--- src/rtl/seq_alu.sv ---
// Sequential ALU: single-cycle logic/arithmetic ops plus a WIDTH-step
// unsigned shift-add multiplier producing a double-width product.
module seq_alu #(
    parameter int WIDTH = 8
) (
    input  logic             clk,
    input  logic             reset,
    input  logic             start,
    input  logic [2:0]       op,
    input  logic [WIDTH-1:0] a,
    input  logic [WIDTH-1:0] b,
    output logic [WIDTH-1:0] result,
    output logic [WIDTH-1:0] result_hi,
    output logic             zero,
    output logic             cout,
    output logic             overflow,
    output logic             busy,
    output logic             done
);

    localparam int CNT_W = $clog2(WIDTH + 1);

    localparam logic [2:0] OP_AND = 3'b000;
    localparam logic [2:0] OP_OR  = 3'b001;
    localparam logic [2:0] OP_ADD = 3'b010;
    localparam logic [2:0] OP_SUB = 3'b011;
    localparam logic [2:0] OP_SLT = 3'b100;
    localparam logic [2:0] OP_NOR = 3'b101;
    localparam logic [2:0] OP_MUL = 3'b110;

    typedef enum logic {
        IDLE,
        MUL
    } state_t;

    state_t           state;
    logic [WIDTH-1:0] mcand;
    logic [2*WIDTH-1:0] prod;
    logic [CNT_W-1:0] count;

    logic [WIDTH:0]   sum_ext;
    logic [WIDTH:0]   diff_ext;
    logic             add_ovf;
    logic             sub_ovf;
    logic [WIDTH-1:0] alu_res;
    logic             alu_cout;
    logic             alu_ovf;

    logic [WIDTH:0]     step_sum;
    logic [2*WIDTH-1:0] prod_next;

    always_comb begin
        sum_ext  = {1'b0, a} + {1'b0, b};
        diff_ext = {1'b0, a} + {1'b0, ~b} + (WIDTH + 1)'(1);
        add_ovf  = (a[WIDTH-1] == b[WIDTH-1]) && (sum_ext[WIDTH-1] != a[WIDTH-1]);
        sub_ovf  = (a[WIDTH-1] != b[WIDTH-1]) && (diff_ext[WIDTH-1] != a[WIDTH-1]);
        alu_res  = '0;
        alu_cout = 1'b0;
        alu_ovf  = 1'b0;
        case (op)
            OP_AND: alu_res = a & b;
            OP_OR:  alu_res = a | b;
            OP_ADD: begin
                alu_res  = sum_ext[WIDTH-1:0];
                alu_cout = sum_ext[WIDTH];
                alu_ovf  = add_ovf;
            end
            OP_SUB: begin
                alu_res  = diff_ext[WIDTH-1:0];
                alu_cout = diff_ext[WIDTH];
                alu_ovf  = sub_ovf;
            end
            OP_SLT: alu_res = {{(WIDTH-1){1'b0}}, diff_ext[WIDTH-1] ^ sub_ovf};
            OP_NOR: alu_res = ~(a | b);
            default: alu_res = '0;
        endcase
    end

    // Upper half accumulates the multiplicand when the current multiplier
    // LSB (prod[0]) is set, then the whole register shifts right one bit.
    always_comb begin
        step_sum  = {1'b0, prod[2*WIDTH-1:WIDTH]} + (prod[0] ? {1'b0, mcand} : '0);
        prod_next = {step_sum, prod[WIDTH-1:1]};
    end

    always_ff @(posedge clk) begin
        if (reset) begin
            state     <= IDLE;
            result    <= '0;
            result_hi <= '0;
            zero      <= 1'b0;
            cout      <= 1'b0;
            overflow  <= 1'b0;
            busy      <= 1'b0;
            done      <= 1'b0;
            mcand     <= '0;
            prod      <= '0;
            count     <= '0;
        end else begin
            done <= 1'b0;
            case (state)
                IDLE: begin
                    if (start) begin
                        if (op == OP_MUL) begin
                            state <= MUL;
                            busy  <= 1'b1;
                            mcand <= a;
                            prod  <= {{WIDTH{1'b0}}, b};
                            count <= '0;
                        end else begin
                            result    <= alu_res;
                            result_hi <= '0;
                            zero      <= (alu_res == '0);
                            cout      <= alu_cout;
                            overflow  <= alu_ovf;
                            done      <= 1'b1;
                        end
                    end
                end
                MUL: begin
                    prod  <= prod_next;
                    count <= count + 1'b1;
                    // The final step's product goes straight to the outputs.
                    if (count == CNT_W'(WIDTH - 1)) begin
                        state     <= IDLE;
                        busy      <= 1'b0;
                        result    <= prod_next[WIDTH-1:0];
                        result_hi <= prod_next[2*WIDTH-1:WIDTH];
                        zero      <= (prod_next[WIDTH-1:0] == '0);
                        cout      <= 1'b0;
                        overflow  <= 1'b0;
                        done      <= 1'b1;
                    end
                end
                default: state <= IDLE;
            endcase
        end
    end

endmodule

--- config.mk ---
export PLATFORM = sky130hd
export DESIGN_NAME = seq_alu
export DESIGN_NICKNAME = d
export VERILOG_FILES = /design/src/rtl/seq_alu.sv
export SDC_FILE = /design/constraint.sdc
export NUM_CORES = 1
export LEC_CHECK = 0
export CAP_MARGIN = 0
export CORE_MARGIN = 3
export CORE_UTILIZATION = 49
export CTS_CLUSTER_SIZE = 30
export DETAILED_ROUTE_END_ITERATION = 8
export GPL_TIMING_DRIVEN = 0
export PLACE_DENSITY = 0.69
export SYNTH_ARGS = -nofsm -noshare
export SYNTH_HDL_FRONTEND = slang
export SYNTH_SLANG_ARGS = --single-unit
--- constraint.sdc ---
create_clock -name clk -period 7.68 [get_ports clk]
set_input_delay 1.152 -clock clk [delete_from_list [all_inputs] [get_ports clk]]
set_output_delay 1.152 -clock clk [all_outputs]
set_load 0.01 [all_outputs]
==> results.json <==
{
  "status": "completed",
  "rsz0062_at_grt": "no",
  "die_w_um": 92.1,
  "critPathKind": "input port to flop",
  "overflow": 0,
  "cts_resized": 0,
  "final_common_cell": "dfxtp_1",
  "worst_setup_path_start_kind": "input port",
  "port_buffers": 41,
  "worstPathMaxFanout": 8,
  "area_delta_synth_final_pct": 17.0,
  "max_freq_mhz": 233,
  "drt-total-wl_um": 10600,
  "ys_async_sr_fraction_pct": 0,
  "die_area_mm2": 0.00848,
  "r2r-start": "prod[0]$_SDFFE_PP0P_",
  "vias_per_cell": 5.95,
  "core_region_area_mm2": 0.00698,
  "final_core_util_pct": 60.8,
  "ys_types": 62,
  "critPathArrivalTime_ps": 4550,
  "clock-sinks": 50,
  "worst_clock_skew_ps": 9.08,
  "slew_viol_final": 0,
  "whs_path_depth": 2,
  "h-tree-depth": 2,
  "synthCells": 464,
  "reg2reg_slack_ps": 5290,
  "clk_path_buf_depth": 2,
  "cts_tree": "yes",
  "fp-row-count": 30,
  "drc_errors": 0,
  "die_h_um": 92.1,
  "detail-route-antenna-nets": 0,
  "avgSynthCellArea_um2": 7.82,
  "r2r-end": "result_hi[6]$_SDFFE_PP0P_",
  "gp_congestion": 0.962,
  "synthFlopType": "dfxtp_1",
  "clock_latency_ps": 310,
  "final_nets": 571,
  "synth_seq_cells": 50,
  "max-cap-violations": 0,
  "hold_start": "result_hi[0]$_SDFFE_PP0P_",
  "critPathRequiredTime_ps": 7930,
  "relSlewSlack_pct": 56.1,
  "hold_viol": 0,
  "antenna_cells": 0,
  "tightest_slew_ps": 656,
  "synth_edf_count": 0,
  "drt_first_pass_iters": 5,
  "ir_drop_mv": 0.0922,
  "grt_pass1_vias": 3220,
  "cts_buffers": 5,
  "layout_common_cells": "dfxtp_1, a21oi_1, nand2_1",
  "syn_area_mm2": 0.00363,
  "tns_ps": 0,
  "ctsRootBufferMaster": "clkbuf_8",
  "cts_hold_buf": 0,
  "hold_end": "result_hi[0]$_SDFFE_PP0P_",
  "hold_ws_ps": 452,
  "initial_core_util_pct": 52.0,
  "dp_hpwl_um": 8350,
  "r2r_cells": 8,
  "drive_gt1_share_pct": 5.26,
  "grt_first_pass_wirelength_um": 16800,
  "yosys_warnings": 0,
  "power_leakage_nw": 1.74,
  "synth-seq-area-share_pct": 27.6,
  "finalSetupViolCount": 0,
  "syn_nets": 523,
  "grt_max_degree": 16,
  "fin_crit_ps": 4290,
  "vias": 3622,
  "grt_util_all_layers_pct": 25.2,
  "total_power_mw": 0.585,
  "end_kind": "flop",
  "power_density_mw_per_mm2": 138,
  "clk_pin_slew_ps": 90,
  "cts_setup_buffers": 0,
  "antenna_found_initial": 0,
  "hold_path.class": "flop to flop",
  "wl_per_cell_um": 17.4,
  "drt_first_iter_violations": 339,
  "io_pins": 43,
  "min_period_over_period_pct": 55.9
}
[synthesized netlist by cell type (4+ instances only)]
cell type,number,area [µm²]
o21ai_0,17,85.1
nand2b_1,5,31.3
nor2_1,42,158
nand2_1,45,169
dfxtp_1,50,1000
and2_1,11,68.8
nand4_1,4,25.0
o211ai_1,7,52.6
a311oi_1,7,61.3
clkbuf_1,16,60.1
a32o_1,4,40.0
xor2_1,5,43.8
nor3b_1,4,30.0
buf_2,10,50.1
inv_1,25,93.8
mux2i_1,4,40.0
fa_1,4,80.1
a21oi_1,49,245
nor3_1,13,65.1
nor2b_1,6,37.5
o22ai_1,5,31.3
nand3_1,12,60.1
a211oi_1,9,67.6
xnor2_1,8,70.1
and3_1,5,31.3
o21bai_1,5,37.5
a21o_1,6,45.0
ha_1,33,413
[stage by stage]
stage / cells / cell area (µm²) / setup slack (ps)
after floorplan: 464 / 3630 / 4160
after global placement: 601 / 4160 / 3170
after detailed placement: 601 / 4160 / 3150
after CTS: 609 / 4250 / 3460
after global routing: 609 / 4250 / 3150
final: 609 / 4250 / 3390
[worst max-delay path, cell delays in order]
cell             delay (ps)
clkdlybuf4s50_1         570
inv_1                    70
ha_1                    280
clkbuf_1                200
nor2_1                  170
o211ai_1                170
a21oi_1                 190
nor2_1                   60
nor2_1                   90
nor2_1                   60
fa_1                    540
nand2_1                  60
o311ai_0                100
o21a_1                  180
o211ai_1                170
a211oi_1                290
a41o_1                  190
[power by group]
part           switching (mW)  internal [mW]  total, mW
registers             0.00563          0.268      0.273
clock network          0.0906         0.0645      0.155
logic                  0.0936         0.0629      0.157
total                   0.190          0.395      0.585
[state kept, by name, indices dropped and copies added, names as in the netlist]
signal / count
busy: 1
count: 4
cout: 1
done: 1
mcand: 8
overflow: 1
prod: 16
result: 8
result_hi: 8
state: 1
zero: 1
[routing by layer]
metal | routed length [µm] | vias to the layer above | track usage (%)
li1 | - | 1766 | -
met2 | 4490 | 150 | 36.9
met4 | 99 | 0 | 5.32
met5 | 0 | - | 0
met1 | 5040 | 1695 | 37.2
met3 | 942 | 11 | 6.23
[worst max path at each step]
stage | from | endpoint | cells after the start
2_1_floorplan | a[3] | zero$_SDFFE_PP0P_ | 16
3_3_place_gp | a[3] | zero$_SDFFE_PP0P_ | 17
3_5_place_dp | a[3] | zero$_SDFFE_PP0P_ | 17
4_1_cts | a[3] | zero$_SDFFE_PP0P_ | 17
5_1_grt | a[3] | zero$_SDFFE_PP0P_ | 17
6_report | a[3] | zero$_SDFFE_PP0P_ | 17
[kinds of logic after synthesis]
kind of cell	share of synthesized area (%)
compound gates	26.5
xor+xnor	3.14
fa+ha+maj	13.6
buf+inv	6.45
flops	27.6
mux	1.10
simple gates	21.6
[cell type report]
type	instances	area, µm²
fillers	693	2740
multi-input cells	358	2390
flip-flops and latches	50	1000
repair buffers	41	410
plain buffers	28	129
well taps	96	120
inverters	28	105
clock buffers	6	72.6
clock inverters	2	13.8
Note: power is estimated with default switching activity, not from simulation.
